File: src/rtl/mem_wb_stage.sv
// MEM stage with wait-state data memory and the MEM/WB pipeline register.
// Stall holds upstream stages while a load/store is in flight; WB sees bubbles meanwhile.
module mem_wb_stage #(
  parameter int DEPTH_WORDS = 64,
  parameter int MEM_LATENCY = 2
) (
  input  logic        clk,
  input  logic        reset,
  input  logic        MemReadM,
  input  logic        MemWriteM,
  input  logic        MemtoRegM,
  input  logic        RegWriteM,
  input  logic [31:0] ALUResultAddrM,
  input  logic [31:0] DataWriteInM,
  input  logic [4:0]  RegisterDstM,
  output logic        Stall,
  output logic        RegWriteW,
  output logic        MemtoRegW,
  output logic [31:0] ReadDataW,
  output logic [31:0] ALUResultW,
  output logic [4:0]  RegisterDstW
);
  localparam int AW = $clog2(DEPTH_WORDS);
  localparam logic [3:0] LAT_M1 = 4'((MEM_LATENCY == 0) ? 0 : MEM_LATENCY - 1);

  typedef enum logic {IDLE, WAIT} state_e;

  state_e          state_q, state_d;
  logic [3:0]      cnt_q, cnt_d;
  logic            complete;
  logic            access;
  logic [AW-1:0]   idx;
  logic [31:0]     mem_q [DEPTH_WORDS];

  assign access = MemReadM | MemWriteM;
  assign idx    = ALUResultAddrM[AW+1:2];

  always_comb begin
    state_d  = state_q;
    cnt_d    = cnt_q;
    Stall    = 1'b0;
    complete = 1'b0;
    case (state_q)
      IDLE: begin
        if (access && MEM_LATENCY != 0) begin
          Stall   = 1'b1;
          state_d = WAIT;
          cnt_d   = LAT_M1;
        end else begin
          complete = 1'b1;
        end
      end
      WAIT: begin
        if (cnt_q != 4'd0) begin
          Stall = 1'b1;
          cnt_d = cnt_q - 4'd1;
        end else begin
          complete = 1'b1;
          state_d  = IDLE;
        end
      end
      default: state_d = IDLE;
    endcase
    // Reset aborts any access in flight, including a pending store.
    if (reset) begin
      Stall    = 1'b0;
      complete = 1'b0;
      state_d  = IDLE;
      cnt_d    = 4'd0;
    end
  end

  always_ff @(posedge clk) begin
    if (reset) begin
      state_q <= IDLE;
      cnt_q   <= 4'd0;
    end else begin
      state_q <= state_d;
      cnt_q   <= cnt_d;
    end
  end

  always_ff @(posedge clk) begin
    if (complete && MemWriteM) mem_q[idx] <= DataWriteInM;
  end

  // Anything that is neither reset nor completion is a stall cycle: push a bubble.
  always_ff @(posedge clk) begin
    if (complete) begin
      RegWriteW    <= RegWriteM;
      MemtoRegW    <= MemtoRegM;
      ALUResultW   <= ALUResultAddrM;
      RegisterDstW <= RegisterDstM;
      ReadDataW    <= (MemReadM && !MemWriteM) ? mem_q[idx] : 32'd0;
    end else begin
      RegWriteW    <= 1'b0;
      MemtoRegW    <= 1'b0;
      ALUResultW   <= 32'd0;
      RegisterDstW <= 5'd0;
      ReadDataW    <= 32'd0;
    end
  end
endmodule
File: config.mk
export PLATFORM = sky130hd
export DESIGN_NAME = mem_wb_stage
export DESIGN_NICKNAME = d
export VERILOG_FILES = /design/src/rtl/mem_wb_stage.sv
export SDC_FILE = /design/constraint.sdc
export NUM_CORES = 2
export LEC_CHECK = 0
export ABC_AREA = 0
export BUFFER_PORTS_ARGS = -buffer_cell sky130_fd_sc_hd__buf_2
export CAP_MARGIN = 5
export CELL_PAD_IN_SITES_DETAIL_PLACEMENT = 1
export CELL_PAD_IN_SITES_GLOBAL_PLACEMENT = 2
export CORE_AREA = 2 2 521 523
export DETAILED_ROUTE_END_ITERATION = 16
export DIE_AREA = 0 0 523 525
export PLACE_DENSITY_LB_ADDON = 0.1
export SETUP_SLACK_MARGIN = 0.1
export SLEW_MARGIN = 20
export SYNTH_ARGS = -nofsm -noshare
export SYNTH_HDL_FRONTEND = slang
export SYNTH_SLANG_ARGS = --single-unit
File: constraint.sdc
create_clock -name clk -period 10.5 [get_ports clk]
set_input_delay 1.05 -clock clk [delete_from_list [all_inputs] [get_ports clk]]
set_output_delay 1.05 -clock clk [all_outputs]
set_load 0.02 [all_outputs]
---- Word level (Yosys, flattened, before mapping) ----
Memory sizes are Yosys's and may differ from the RTL's. A register that Yosys moved wholly into a read port is not among the register bits.
Cells that the tools add are included.
operators by class
  eq/ne operators ......................... 2
  bitwise gates (word level) .............. 2
  add/sub/neg operators ................... 1
  reductions and logical operators ........ 7
  mux-type cells .......................... 13
operators by type and width
  cell                                               number
  two-way mux 1 bit                                  8
  two-way mux 4 bit                                  2
  case mux 4 bit (2 select lines)                    1
  case mux 1 bit (2 select lines)                    2
  AND reduction 2 bit                                2
  nonzero test 4 bit                                 1
  subtractor 4 x 1 -> 4 bit (second input constant)  1
  logical AND 1 bit                                  2
  zero test 1 bit                                    2
  != test 2 x 1 -> 1 bit (second input constant)     1
  != test 2 bit (second input constant)              1
  inverter 1 bit                                     1
  OR 1 bit                                           1
storage, ports and cells
  input bits .............................. 75
  memory bits (writable) .................. 2048
  logic and storage cells ................. 32
  memories ................................ 1
  register bits ........................... 44
  output and inout bits ................... 72
memory list
  name   words  bits a word  read ports  clocked after memory_dff  wr ports  line  text
  mem_q  64     32           1           1                         1         33    logic [31:0] mem_q [DEPTH_WORDS];

---- Depth between registers and ports, before layout ----
  depth after elaboration ................. 7
  mapped depth ............................ 11
  depth with buffers taken out ............ 8

---- Worst setup path after synthesis ----
Ideal clock, no wire load.
  kind .................................... input-to-reg
  start ................................... input ALUResultAddrM[4]
  end ..................................... memory mem_q[11][0] (enable)
  required time ........................... 10.079 ns
  stages .................................. 9
  library setup time ...................... 0.421 ns
  setup slack ............................. 6.428 ns
  path buffers ............................ 6
  arrival time ............................ 3.651 ns
  path through ............................ buf_6 > buf_6 > buf_6 > buf_6 > buf_6 > nor2_1 > buf_2 > nand3_1 > nor2_1
RTL lines
  what         line  text
  from (decl)  13    input logic [31:0] ALUResultAddrM,
  to (decl)    33
No word-level cell before the write port.

---- Worst setup path after layout ----
  start ................................... register cnt_q[0]
  end ..................................... memory mem_q[43][27] (enable)
on the way
  word-level cells in the longest chain between the ends .. 7
RTL lines
  what                                     line  text
  from (decl)                              29    logic [3:0] cnt_q, cnt_d;
  from (signal assigned)                   79    cnt_q <= cnt_d;
  nonzero test 4 bit                       54    if (cnt_q != 4'd0) begin
  two-way mux 1 bit                        54
  case mux 1 bit (2 select lines)          43    case (state_q)
  two-way mux 1 bit                        65    if (reset) begin
  logical AND 1 bit                        84    if (complete && MemWriteM) mem_q[idx] <= DataWriteInM;
  two-way mux 1 bit                        84
  two-way mux 1 bit (not written as such)  84
Every way passes these cells.

==> out/metrics.json <==
{
  "synthCells": 4499,
  "cp_cell_sequence": "inv_1, ha_1, nor3b_1, a21oi_1, nor2_4, buf_4, nand3_1, nor2_4, buf_4",
  "fill_cells": 26700,
  "crit_path_start_kind": "flop",
  "die_h_um": 525,
  "slew-limit-headroom": 0.222,
  "clock_latency_reported_for_the_late_side_of_the_worst_skew_pair_ns": 0.93,
  "initial_utilization": 0.299,
  "edff_count_synth": 2048,
  "avg_cell_area_syn_um2": 17.9,
  "static_leakage_nw": 29.4,
  "critPathBufInv": 3,
  "die_area_mm2": 0.275,
  "wl_um": 339000,
  "cp_data_required_time_ns": 11.01,
  "run_status": "complete, no violations",
  "final-max-slew-violation-count": 0,
  "vias_in_the_first_global_route": 48000,
  "compound_gate_fraction_of_synth_area": 0.112,
  "area_delta_synth_final_pct": 16.5,
  "place_congestion": 0.782,
  "layoutNonFillerInstCount": 8526,
  "synth_top_family_by_area": "compound AO/OA/AOI/OAI gates",
  "cp-end-kind": "flop",
  "track_usage": 0.242,
  "grt_first_pass_wirelength_um": 453000,
  "timing.hold.ws_ns": 0.327,
  "yosys_warnings": 0,
  "critical_path_peak_fanout": 47,
  "mux_share_of_post_synthesis_cell_area": 0.0534,
  "cpMaxStageDelayCell": "sky130_fd_sc_hd__nor2_4",
  "async_flop_share": 0,
  "drt_pass1_iterations": 6,
  "yosys_register_bits": 2124,
  "pin_count_of_the_biggest_net_entering_global_routing": 96,
  "hold_path_class": "in2reg",
  "vias_per_cell": 5.59,
  "grt.overflow.total": 0,
  "detail_placement_hpwl_um": 196000,
  "cts_root_buffer": "sky130_fd_sc_hd__clkbuf_16",
  "cpPeakStageDelay_ns": 1.07,
  "synth_fa_ha_area_frac": 0.000311,
  "port_buffers": 146,
  "synth_simple_gate_area_share": 0.0275,
  "net_count_of_the_finished_layout": 4837,
  "worst_setup_skew_after_layout_ns": 0.0777,
  "vias": 47700,
  "synthesis.area_mm2": 0.0805,
  "syn-num-nets": 4576,
  "postRouteAntennaNets": 0,
  "avgRoutedWirePerCell_um": 39.7,
  "power.density_mw_per_mm2": 199,
  "fmax_ghz": 0.210,
  "final_period_minus_worst_setup_slack_ns": 4.75,
  "design.portCount": 147,
  "drt_iter0_markers": 5892,
  "synth_sequential_area_ratio": 0.783,
  "fin_tns_setup_ns": 0,
  "cts.repair_timing.setup_buffer_count": 0,
  "worst_ep_arrival_time_ns": 5.26,
  "placed_cells_incl_taps": 8085,
  "yosysUniqueCellTypes": 80,
  "cts_tree": "built",
  "vdd_ir_drop_max_v": 0.000139,
  "cts_inserted_buffers": 243,
  "drc": 0,
  "num_rows": 191,
  "die_w_um": 523,
  "clk_transition_reported_paths_ns": 0.06,
  "cts-resized-gates": 0,
  "ys_dominant_reg_cell": "sky130_fd_sc_hd__edfxtp_1",
  "hold_buffers": 0,
  "max-cap-violations": 0,
  "crit_family": "simple AND/OR/NAND/NOR gates",
  "final_core_utilization": 0.348,
  "clock_tree.buffer_depth": 4,
  "finalHoldViolCount": 0,
  "cts.sinks": 2124,
  "core-area_mm2": 0.269,
  "cts.htree.levels": 4,
  "fin_crit_sh": 0.453,
  "mostFrequentLayoutCells": "sky130_fd_sc_hd__edfxtp_1 (2,048), sky130_fd_sc_hd__a22oi_1 (294), sky130_fd_sc_hd__a221oi_1 (263)",
  "drive_above_1_share": 0.188,
  "layout.cells.most_common": "sky130_fd_sc_hd__edfxtp_1",
  "grt_setup_unrepaired": "no",
  "synth-xor-area-share": 0.000109,
  "timing.setup.critical_path_class": "reg2reg",
  "grt_antenna_before_repair": 29,
  "worst_margin_pin_slew_ns": 1.15,
  "final_report_setup_violation_count": 0
}
worst paths after layout:
check / from / to / slack, ns / depth (start not counted)
max: cnt_q[0]$_SDFFE_PP0P_ / mem_q[43][27]$_DFFE_PP_ / 5.75 / 9
min: ALUResultAddrM[15] / ALUResultW[15]$_SDFF_PN0_ / 0.33 / 2
min reg2reg: cnt_q[1]$_SDFFE_PP0P_ / cnt_q[1]$_SDFFE_PP0P_ / 0.48 / 2
max reg2reg: cnt_q[0]$_SDFFE_PP0P_ / mem_q[43][27]$_DFFE_PP_ / 5.75 / 9
registers in the layout (all words and copies together) (netlist names):
signal,cells
mem_q,2048
ALUResultW,32
ReadDataW,32
RegisterDstW,5
cnt_q,4
MemtoRegW,1
RegWriteW,1
state_q,1
per-stage QoR:
| stage | cell area (um^2) | setup slack (ns) | total power, mW |
|---|---|---|---|
| finish | 93700 | 5.75 | 18.7 |
| global route | 93700 | 5.55 | 19.2 |
| CTS | 93700 | 5.55 | 18.8 |
| detailed placement | 86100 | 4.88 | 10.6 |
| global placement | 86100 | 4.83 | 10.6 |
| floorplan | 80500 | 6.43 | 9.98 |
layout make-up:
class | count | area, um^2 | share of cell area
tap | 3570 | 4470 | 0.0477
timing repair buffer | 350 | 2400 | 0.0256
clock inverter | 122 | 1140 | 0.0122
sequential | 2124 | 63000 | 0.672
clock buffer | 316 | 6470 | 0.0691
multi-input combinational | 2035 | 16200 | 0.173
inverter | 6 | 35.0 | 0.000374
antenna | 3 | 7.51 | 0.0000801
Yosys cell counts, types with 60 or more instances:
cell	number	share of area
sky130_fd_sc_hd__o21ai_0	98	0.0061
sky130_fd_sc_hd__clkbuf_1	91	0.0042
sky130_fd_sc_hd__dfxtp_1	76	0.019
sky130_fd_sc_hd__a221oi_1	263	0.029
sky130_fd_sc_hd__mux2i_1	228	0.028
sky130_fd_sc_hd__buf_2	134	0.0083
sky130_fd_sc_hd__a22oi_1	294	0.027
sky130_fd_sc_hd__o22ai_1	148	0.012
sky130_fd_sc_hd__nor3_1	60	0.0037
sky130_fd_sc_hd__nand2_1	86	0.0040
sky130_fd_sc_hd__edfxtp_1	2048	0.76
sky130_fd_sc_hd__mux2_2	73	0.010
sky130_fd_sc_hd__a21oi_1	128	0.0080
sky130_fd_sc_hd__nor2_1	169	0.0079
sky130_fd_sc_hd__a22o_1	65	0.0071
logic make-up after synthesis:
kind of cell               after synthesis
and+or+nand+nor                        458
muxes                                  361
DFF                                   2124
xor gates and xnor gates                 1
AOI/OAI and AO/OA                     1213
adders and majority gates                2
buffers and inverters                  340
where the power goes:
part,internal (mW),switching (mW)
clock network,4.76,3.55
registers,9.31,0.0127
logic,0.257,0.802
per-layer routing:
layer / vias up / global-route usage / wire, um
li1: 19200 / - / -
met1: 26400 / 0.350 / 153000
met2: 1715 / 0.385 / 157000
met3: 361 / 0.0344 / 19900
met4: 2 / 0.0532 / 8140
met5: - / 0 / 13
No activity file was read; power rests on OpenSTA's default activity.
